**config.mk**
```make
export PLATFORM = sky130hd
export DESIGN_NAME = sssp_mem_resp_splitter
export DESIGN_NICKNAME = d
export VERILOG_FILES = /design/src/rtl/sssp_mem_resp_splitter.sv
export SDC_FILE = /design/constraint.sdc
export NUM_CORES = 1
export LEC_CHECK = 0
export BUFFER_PORTS_ARGS = -buffer_cell sky130_fd_sc_hd__buf_4
export CORE_MARGIN = 1.5
export CORE_UTILIZATION = 40
export CTS_CLUSTER_DIAMETER = 100
export DETAILED_ROUTE_END_ITERATION = 12
export GPL_ROUTABILITY_DRIVEN = 0
export GPL_TIMING_DRIVEN = 0
export SLEW_MARGIN = 10
export SYNTH_ARGS = -nofsm -noshare
export SYNTH_HDL_FRONTEND = slang
export SYNTH_SLANG_ARGS = --single-unit
```
**constraint.sdc**
```tcl
create_clock -name clk -period 22.4 [get_ports clk]
set_input_delay 4.48 -clock clk [delete_from_list [all_inputs] [get_ports clk]]
set_output_delay 4.48 -clock clk [all_outputs]
set_load 0.02 [all_outputs]
```
**src/rtl/sssp_mem_resp_splitter.sv**
```systemverilog
// rtl/sssp_mem_resp_splitter.sv - memory read responder: AXI4 read bursts in, per-word worker tasks out
//
// Accepts worker read requests, issues one or two INCR bursts (split at a 4 KB
// page), and turns every returned data beat into a task word for the next
// subtype stage.
//
// Ports:
//   clk, rstn                 clock, synchronous active-low reset
//   req_*                     request handshake: address, size (2/3), len (words-1),
//                             task template, subtype, mark_last
//   m_ar*                     AXI4 read address channel (INCR bursts)
//   m_r*                      AXI4 read data channel (m_rlast unused, beat count rules)
//   out_*                     generated task: template, data word, word id, subtype, last
module sssp_mem_resp_splitter #(
  parameter int DEPTH     = 8,
  parameter int TASK_W    = 32,
  parameter int SUBTYPE_W = 4
) (
  input  logic                 clk,
  input  logic                 rstn,
  input  logic                 req_valid,
  output logic                 req_ready,
  input  logic [31:0]          req_addr,
  input  logic [2:0]           req_size,
  input  logic [7:0]           req_len,
  input  logic [TASK_W-1:0]    req_task,
  input  logic [SUBTYPE_W-1:0] req_subtype,
  input  logic                 req_mark_last,
  output logic                 m_arvalid,
  input  logic                 m_arready,
  output logic [31:0]          m_araddr,
  output logic [7:0]           m_arlen,
  output logic [2:0]           m_arsize,
  output logic [1:0]           m_arburst,
  input  logic                 m_rvalid,
  output logic                 m_rready,
  input  logic [63:0]          m_rdata,
  input  logic                 m_rlast,
  output logic                 out_valid,
  input  logic                 out_ready,
  output logic [TASK_W-1:0]    out_task,
  output logic [63:0]          out_data,
  output logic [7:0]           out_word_id,
  output logic [SUBTYPE_W-1:0] out_subtype,
  output logic                 out_last
);

  localparam int AW = $clog2(DEPTH);
  localparam logic [AW:0] FULL_OCC = (AW+1)'(DEPTH);

  typedef enum logic [1:0] {AR_IDLE, AR_FIRST, AR_SECOND} ar_state_t;

  typedef struct packed {
    logic [TASK_W-1:0]    tmpl;
    logic [SUBTYPE_W-1:0] subtype;
    logic                 mark_last;
    logic                 size3;
    logic                 addr2;
    logic [7:0]           len;   // total words minus one
  } ctx_t;

  // ---------------- state ----------------
  ar_state_t           ar_state_q, ar_state_d;
  logic [31:0]         ar_addr_q, ar_addr_d;
  logic [7:0]          ar_len_q, ar_len_d;
  logic [2:0]          ar_size_q, ar_size_d;
  logic                split_q, split_d;
  logic [31:0]         sec_addr_q, sec_addr_d;
  logic [7:0]          sec_len_q, sec_len_d;
  logic [AW-1:0]       wr_ptr_q, wr_ptr_d, rd_ptr_q, rd_ptr_d;
  logic [AW:0]         occ_q, occ_d;
  logic [7:0]          cnt_q, cnt_d;
  logic                out_valid_q, out_valid_d;
  logic [TASK_W-1:0]   out_task_q, out_task_d;
  logic [63:0]         out_data_q, out_data_d;
  logic [7:0]          out_word_id_q, out_word_id_d;
  logic [SUBTYPE_W-1:0] out_subtype_q, out_subtype_d;
  logic                out_last_q, out_last_d;

  ctx_t ctx_mem_q [DEPTH];

  // ---------------- request-side burst planning ----------------
  logic        req_size3, push, pop, beat_fire, have_ctx, split;
  logic [31:0] req_aligned, second_addr;
  logic [8:0]  req_words;
  logic [12:0] req_bytes, page_off, room, first_words;
  logic [13:0] req_end;
  logic [7:0]  first_len, second_len;
  ctx_t        req_ctx, rd_ctx;
  logic        lane_hi;
  logic [63:0] beat_word;

  assign req_size3   = (req_size == 3'd3);
  assign req_aligned = req_size3 ? {req_addr[31:3], 3'b000} : {req_addr[31:2], 2'b00};
  assign req_words   = {1'b0, req_len} + 9'd1;
  assign req_bytes   = req_size3 ? {1'b0, req_words, 3'b000} : {2'b00, req_words, 2'b00};
  assign page_off    = {1'b0, req_aligned[11:0]};
  assign req_end     = {1'b0, page_off} + {1'b0, req_bytes};
  assign split       = (req_end > 14'd4096);
  assign room        = 13'd4096 - page_off;
  // When a split happens the first burst holds fewer words than the request,
  // so first_words always fits in 8 bits.
  assign first_words = req_size3 ? (room >> 3) : (room >> 2);
  assign first_len   = first_words[7:0] - 8'd1;
  assign second_len  = req_len - first_len - 8'd1;
  assign second_addr = {req_addr[31:12] + 20'd1, 12'h000};

  assign req_ctx = '{tmpl: req_task, subtype: req_subtype, mark_last: req_mark_last,
                     size3: req_size3, addr2: req_aligned[2], len: req_len};

  assign req_ready = rstn & (ar_state_q == AR_IDLE) & (occ_q != FULL_OCC);
  assign push      = req_valid & req_ready;

  // ---------------- R side ----------------
  assign rd_ctx    = ctx_mem_q[rd_ptr_q];
  assign have_ctx  = (occ_q != '0);
  assign m_rready  = rstn & (~out_valid_q | out_ready);
  assign beat_fire = m_rvalid & m_rready;
  assign pop       = beat_fire & have_ctx & (cnt_q == rd_ctx.len);
  // Word address bit 2 advances with each 4-byte word, so the lane alternates.
  assign lane_hi   = rd_ctx.addr2 ^ cnt_q[0];
  assign beat_word = rd_ctx.size3 ? m_rdata
                                  : {32'h0, lane_hi ? m_rdata[63:32] : m_rdata[31:0]};

  always_comb begin
    ar_state_d    = ar_state_q;
    ar_addr_d     = ar_addr_q;
    ar_len_d      = ar_len_q;
    ar_size_d     = ar_size_q;
    split_d       = split_q;
    sec_addr_d    = sec_addr_q;
    sec_len_d     = sec_len_q;
    wr_ptr_d      = wr_ptr_q;
    rd_ptr_d      = rd_ptr_q;
    occ_d         = occ_q;
    cnt_d         = cnt_q;
    out_valid_d   = out_valid_q & ~out_ready;
    out_task_d    = out_task_q;
    out_data_d    = out_data_q;
    out_word_id_d = out_word_id_q;
    out_subtype_d = out_subtype_q;
    out_last_d    = out_last_q;

    case (ar_state_q)
      AR_IDLE: begin
        if (push) begin
          ar_state_d = AR_FIRST;
          ar_addr_d  = req_aligned;
          ar_len_d   = split ? first_len : req_len;
          ar_size_d  = req_size;
          split_d    = split;
          sec_addr_d = second_addr;
          sec_len_d  = second_len;
        end
      end
      AR_FIRST: begin
        if (m_arready) begin
          if (split_q) begin
            ar_state_d = AR_SECOND;
            ar_addr_d  = sec_addr_q;
            ar_len_d   = sec_len_q;
          end else begin
            ar_state_d = AR_IDLE;
          end
        end
      end
      AR_SECOND: begin
        if (m_arready) ar_state_d = AR_IDLE;
      end
      default: ar_state_d = AR_IDLE;
    endcase

    if (push) wr_ptr_d = wr_ptr_q + AW'(1);
    if (pop)  rd_ptr_d = rd_ptr_q + AW'(1);
    occ_d = occ_q + {{AW{1'b0}}, push} - {{AW{1'b0}}, pop};

    // Beats arriving with no context are consumed and dropped.
    if (beat_fire && have_ctx) begin
      out_valid_d   = 1'b1;
      out_task_d    = rd_ctx.tmpl;
      out_data_d    = beat_word;
      out_word_id_d = cnt_q;
      out_subtype_d = rd_ctx.subtype;
      out_last_d    = pop & rd_ctx.mark_last;
      cnt_d         = pop ? 8'd0 : cnt_q + 8'd1;
    end
  end

  always_ff @(posedge clk) begin
    if (!rstn) begin
      ar_state_q    <= AR_IDLE;
      ar_addr_q     <= '0;
      ar_len_q      <= '0;
      ar_size_q     <= '0;
      split_q       <= 1'b0;
      sec_addr_q    <= '0;
      sec_len_q     <= '0;
      wr_ptr_q      <= '0;
      rd_ptr_q      <= '0;
      occ_q         <= '0;
      cnt_q         <= '0;
      out_valid_q   <= 1'b0;
      out_task_q    <= '0;
      out_data_q    <= '0;
      out_word_id_q <= '0;
      out_subtype_q <= '0;
      out_last_q    <= 1'b0;
    end else begin
      ar_state_q    <= ar_state_d;
      ar_addr_q     <= ar_addr_d;
      ar_len_q      <= ar_len_d;
      ar_size_q     <= ar_size_d;
      split_q       <= split_d;
      sec_addr_q    <= sec_addr_d;
      sec_len_q     <= sec_len_d;
      wr_ptr_q      <= wr_ptr_d;
      rd_ptr_q      <= rd_ptr_d;
      occ_q         <= occ_d;
      cnt_q         <= cnt_d;
      out_valid_q   <= out_valid_d;
      out_task_q    <= out_task_d;
      out_data_q    <= out_data_d;
      out_word_id_q <= out_word_id_d;
      out_subtype_q <= out_subtype_d;
      out_last_q    <= out_last_d;
    end
  end

  always_ff @(posedge clk) begin
    if (push) ctx_mem_q[wr_ptr_q] <= req_ctx;
  end

  assign m_arvalid   = (ar_state_q != AR_IDLE);
  assign m_araddr    = ar_addr_q;
  assign m_arlen     = ar_len_q;
  assign m_arsize    = ar_size_q;
  assign m_arburst   = 2'b01;
  assign out_valid   = out_valid_q;
  assign out_task    = out_task_q;
  assign out_data    = out_data_q;
  assign out_word_id = out_word_id_q;
  assign out_subtype = out_subtype_q;
  assign out_last    = out_last_q;

  logic unused_bits;
  assign unused_bits = ^{m_rlast, req_addr[1:0], first_words[12:8]};

endmodule

```
---- Word level (Yosys, flattened, before mapping) ----
Memory sizes are Yosys's and may differ from the RTL's. A register that Yosys moved wholly into a read port is not among the register bits.
Index checks and enable logic that the tools add are counted.
cells by class
  reduce and logical (&&, ||, !) cells .... 8
  $add $sub $neg .......................... 12
  eq/ne operators ......................... 9
  $lt $le $gt $ge ......................... 1
  bitwise operators ....................... 13
  muxes and demuxes ....................... 25
operators with widths
  kind                     number
  $mux W32                 4
  $mux W64                 1
  $pmux W32 S2             1
  $mux W8                  6
  $add A20 B1 Y20 const B  1
  $pmux W8 S2              1
  $sub A8 B1 Y8 const B    2
  $add A12 B12 Y13         1
  $gt A13 B13 Y1 const B   1
  $mux W12                 1
  $sub A1 B11 Y11 const A  1
  $add A8 B1 Y9 const B    1
  $and A1 B1 Y1            9
  $mux W3                  3
  $add A8 B1 Y8 const B    1
  $eq A8 B8 Y1             1
  $mux W2                  4
  $ne A2 B2 Y1 const B     4
  $sub A8 B8 Y8            1
  $add A3 B1 Y3 const B    2
  $pmux W2 S3              1
  $add A4 B1 Y4            1
  $ne A4 B4 Y1 const B     1
  $reduce_and A4 Y1        1
  other kinds (14)         18
word-level totals
  memories kept ........................... 1
  memory bits (writable) .................. 376
  output and inout bits ................... 158
  input bits .............................. 151
  word-level logic and storage cells ...... 86
  register bits after elaboration ......... 202
memories
  name       words  width  read ports  clocked after Yosys merged registers in  wr ports  line  RTL
  ctx_mem_q  8      47     1           1                                        1         80    ctx_t ctx_mem_q [DEPTH];

---- Longest topological paths before layout ----
  depth in word-level cells ............... 8
  depth in mapped cells ................... 19
  depth with buffers taken out ............ 17

---- Worst setup path before layout ----
OpenSTA, ideal clock, no wires.
  path type ............................... input to register
  start point ............................. input rstn
  end point ............................... memory ctx_mem_q[2][0] (netlist bit), enable pin
  library setup time ...................... 0.585 ns
  arrival time ............................ 10.772 ns
  required time ........................... 21.815 ns
  cell stages on the path ................. 7
  path slack .............................. 11.043 ns
  path buffers ............................ 2
  cells stage by stage .................... clkinv_1 > a211oi_1 > and2_1 > clkbuf_1 > inv_1 > clkbuf_1 > nor4b_1
on the way
  longest elaborated chain between the ends .. 5
RTL lines
  item                           line  RTL
  start, declared                20    input logic rstn,
  $and A1 B1 Y1 (2 in series)    111   assign req_ready = rstn & (ar_state_q == AR_IDLE) & (occ_q != FULL_OCC);
  via req_ready                  22    output logic req_ready,
  $and A1 B1 Y1                  112   assign push = req_valid & req_ready;
  $mux W1                        230   if (push) ctx_mem_q[wr_ptr_q] <= req_ctx;
  $mux W1 (implied by the code)  230
  end, declared                  80
The timed path passes the listed nets, and every way through them passes these cells.

---- Worst setup path after layout ----
  start point ............................. input rstn
  end point ............................... output req_ready
on the way
  longest elaborated chain between the ends .. 2
RTL lines
  item                         line
  $and A1 B1 Y1 (2 in series)  111
  end, declared                22
No other way between the ends.

==> reports/qor.txt <==
GRT Util Overall = 0.200
Hold_ws = 0.456 ns
Yosys Warn Count = 0
Detail Placement HPWL = 44.5 mm
RSZ-0062 raised after global routing = false
Post-DRT Antenna Nets = 0
Worst Skew = 0.0264 ns
Site Rows = 88
IO Pins = 309
Hold path startpoint = m_arsize[0]
Post-synth EDFFs = 376
Detailed-route via count = 15414
Slowest CP cell = a211oi_1
Ranking of synthesized cells by area = edfxtp_1 48%, dfxtp_1 17%, mux4_2 9.0%
Worst path most repeated cell = buf_4
Effective utilization at floorplan = 0.407
Total CTS buffers = 59
GRT overflow = 0
#FFs+latches synth = 579
Post-CTS Hold Buffers = 0
Synth cell types = 69
DRT Pass-1 Iters = 5
Worst skew pair latency = 0.63 ns
Arr. time, crit path = 5.76 ns
Post-synth top area cell = edfxtp_1
DIE WIDTH = 246 um
Worst r2r dst = occ_q[3]
Period minus WS final = 10.24 ns
Die area = 0.0605 sq mm
Relative slew slack = 0.257
Vias per cell = 5.36
Largest net degree at the start of global routing = 23
Layout Nets = 2244
Core area = 0.0580 sq mm
Layout cells sized above 1 = 0.272
Final WL = 61.5 mm
Top post-synthesis cells by count = 376 x edfxtp_1, 203 x dfxtp_1, 105 x mux2i_1
Count leader, synth = edfxtp_1
Max cap viols = 0
Worst Hold Path EP = m_arsize[0]
Main flop type after synthesis = edfxtp_1
Clock Pin Slew Worst Setup and Hold Paths = 0.06 ns
Hold violation count in the final report = 0
Critical Path Start Type = input port
Min-Delay Path Depth = 2
Critical setup path kind = in -> out
Reg2Reg Setup Slack = 18.03 ns
Die Y-Extent = 246 um
First-pass GRT wire length = 92.1 mm
CTS tree = done
CTS sink cnt = 579
Final setup viols = 0
Cell breakdown of the critical path = buf_4 -> clkinv_1 -> a211oi_1 -> buf_4
Worst-path fanout max = 9
CP Capture Type = output port
DRT iter0 DRCs = 915
Peak supply drop = 0.0648 mV
Largest stage delay on the critical path = 0.64 ns
Initial antenna violation count = 3
Clock Path Buffers = 3
Max-slew violations = 0
Setup Buffers After CTS = 0
Syn Area/Cell = 14.4 sq um
H-tree depth = 2
Drc violations = 0
Req. time, crit path = 17.92 ns
Clock root buffer = clkbuf_16
Reg2reg path depth = 16
Synth top area share = 0.478
Post_cts resized = 0
Final worst-path cycle share = 0.457
Sequential area share after synthesis = 0.651
Final TNS setup = 0 ns
Area of the mapped netlist = 0.0236 sq mm
Status = finished clean
Worst Tran Pin Value = 1.11 ns
Vias in the first global route = 15462
Critical Path Source = rstn
Cells after Synth = 1640
Port bufs = 301
FFs w/ async S/R, synth = 0
Lkg Pwr = 0.0107 uW
Area grow syn2layout = 24.3%
Wire length per cell = 21.4 um
Power Dens Cells = 86.6 mW/mm^2
Fmax = 97.6 MHz
Worst hold path class = reg -> reg
==> cells by family after synthesis <==
family	count (synthesis)	synth area share
xor gates and xnor gates	56	0.0211
muxes	201	0.135
and+or+nand+nor	368	0.0737
DFF	579	0.651
AOI/OAI and AO/OA	265	0.0752
buffers and inverters	134	0.0244
other	2	0.000318
adders and majority gates	35	0.0194
==> state kept, by name, summed over array words and instances, names as in the netlist, named ones only <==
| signal | flops |
|---|---|
| m_araddr | 30 |
| out_valid | 1 |
| m_arlen | 8 |
| ar_state_q | 2 |
| out_subtype | 4 |
| occ_q | 4 |
| out_last | 1 |
| cnt_q | 8 |
| out_task | 32 |
| sec_addr_q | 20 |
| out_data | 64 |
| m_arsize | 3 |
| out_word_id | 8 |
| ctx_mem_q | 376 |
| split_q | 1 |
| sec_len_q | 8 |
| rd_ptr_q | 3 |
| wr_ptr_q | 3 |
==> stage by stage <==
| step | total power, uW | instances | utilization | setup slack [ns] | instance area (sq um) |
|---|---|---|---|---|---|
| 2_1_floorplan | 1430 | 1642 | - | 11.04 | 23600 |
| 3_3_place_gp | 1570 | 2708 | 0.462 | 4.79 | 26800 |
| 3_5_place_dp | 1580 | 2763 | 0.472 | 12.15 | 27400 |
| 4_1_cts | 2560 | 2873 | 0.505 | 12.15 | 29300 |
| 5_1_grt | 2630 | 2874 | 0.505 | 12.12 | 29300 |
| 6_report | 2540 | 2874 | 0.505 | 12.16 | 29300 |
==> area by class of cell <==
type,instances,area (sq um)
Clock inverter,32,363
Sequential cell,579,15400
Antenna cell,1,2.50
Clock buffer,78,1600
Multi-Input combinational cell,929,7720
Timing Repair Buffer,356,2750
Inverter,22,82.6
Tap cell,765,957
Buffer,112,494
Fill cell,4976,28700
==> metal layers <==
metal  vias to the layer above  track usage  part of all wire
met4                         2       0.0567             0.023
met3                        97       0.0425             0.068
met5                         -            0           0.00024
li1                       7118            -                 -
met1                      7737        0.265              0.43
met2                       460        0.332              0.48
==> power breakdown <==
part | internal (uW) | total, uW | leakage, uW | switching (uW)
sequential | 1190 | 1220 | 0.00505 | 27.2
clock | 572 | 982 | 0.000953 | 411
combinational | 136 | 337 | 0.00468 | 202
total | 1900 | 2540 | 0.0107 | 640
==> layout by cell type, fill, tap and decap left out, drive strengths merged, types with 11 or more instances in the layout <==
cell / Yosys / final
buf: 26 / 382
edfxtp: 376 / 376
dfxtp: 203 / 203
clkbuf: 86 / 164
mux2i: 105 / 105
nor2: 99 / 99
nand2: 95 / 95
mux4: 94 / 94
nand3: 91 / 91
o21ai: 85 / 85
a211oi: 43 / 43
a21oi: 38 / 38
a22o: 32 / 32
xor2: 32 / 32
ha: 31 / 31
xnor2: 24 / 24
clkinv: 1 / 24
inv: 21 / 22
a22oi: 11 / 11
nor3: 11 / 11
==> worst max-delay path by stage <==
| stage | to | cells after the start |
|---|---|---|
| 4_1_cts | req_ready | 4 |
| 3_3_place_gp | ctx_mem_q[2][28] | 8 |
| 3_5_place_dp | req_ready | 4 |
| 5_1_grt | req_ready | 4 |
| 6_report | req_ready | 4 |
| 2_1_floorplan | ctx_mem_q[2][0] | 7 |
==> worst max-delay path, delay by kind of cell <==
kind,cells,cell delay (ns)
AO/OA/AOI/OAI,1,0.64
buffers and inverters,3,0.64
Note: power is estimated with default switching activity, not from simulation.
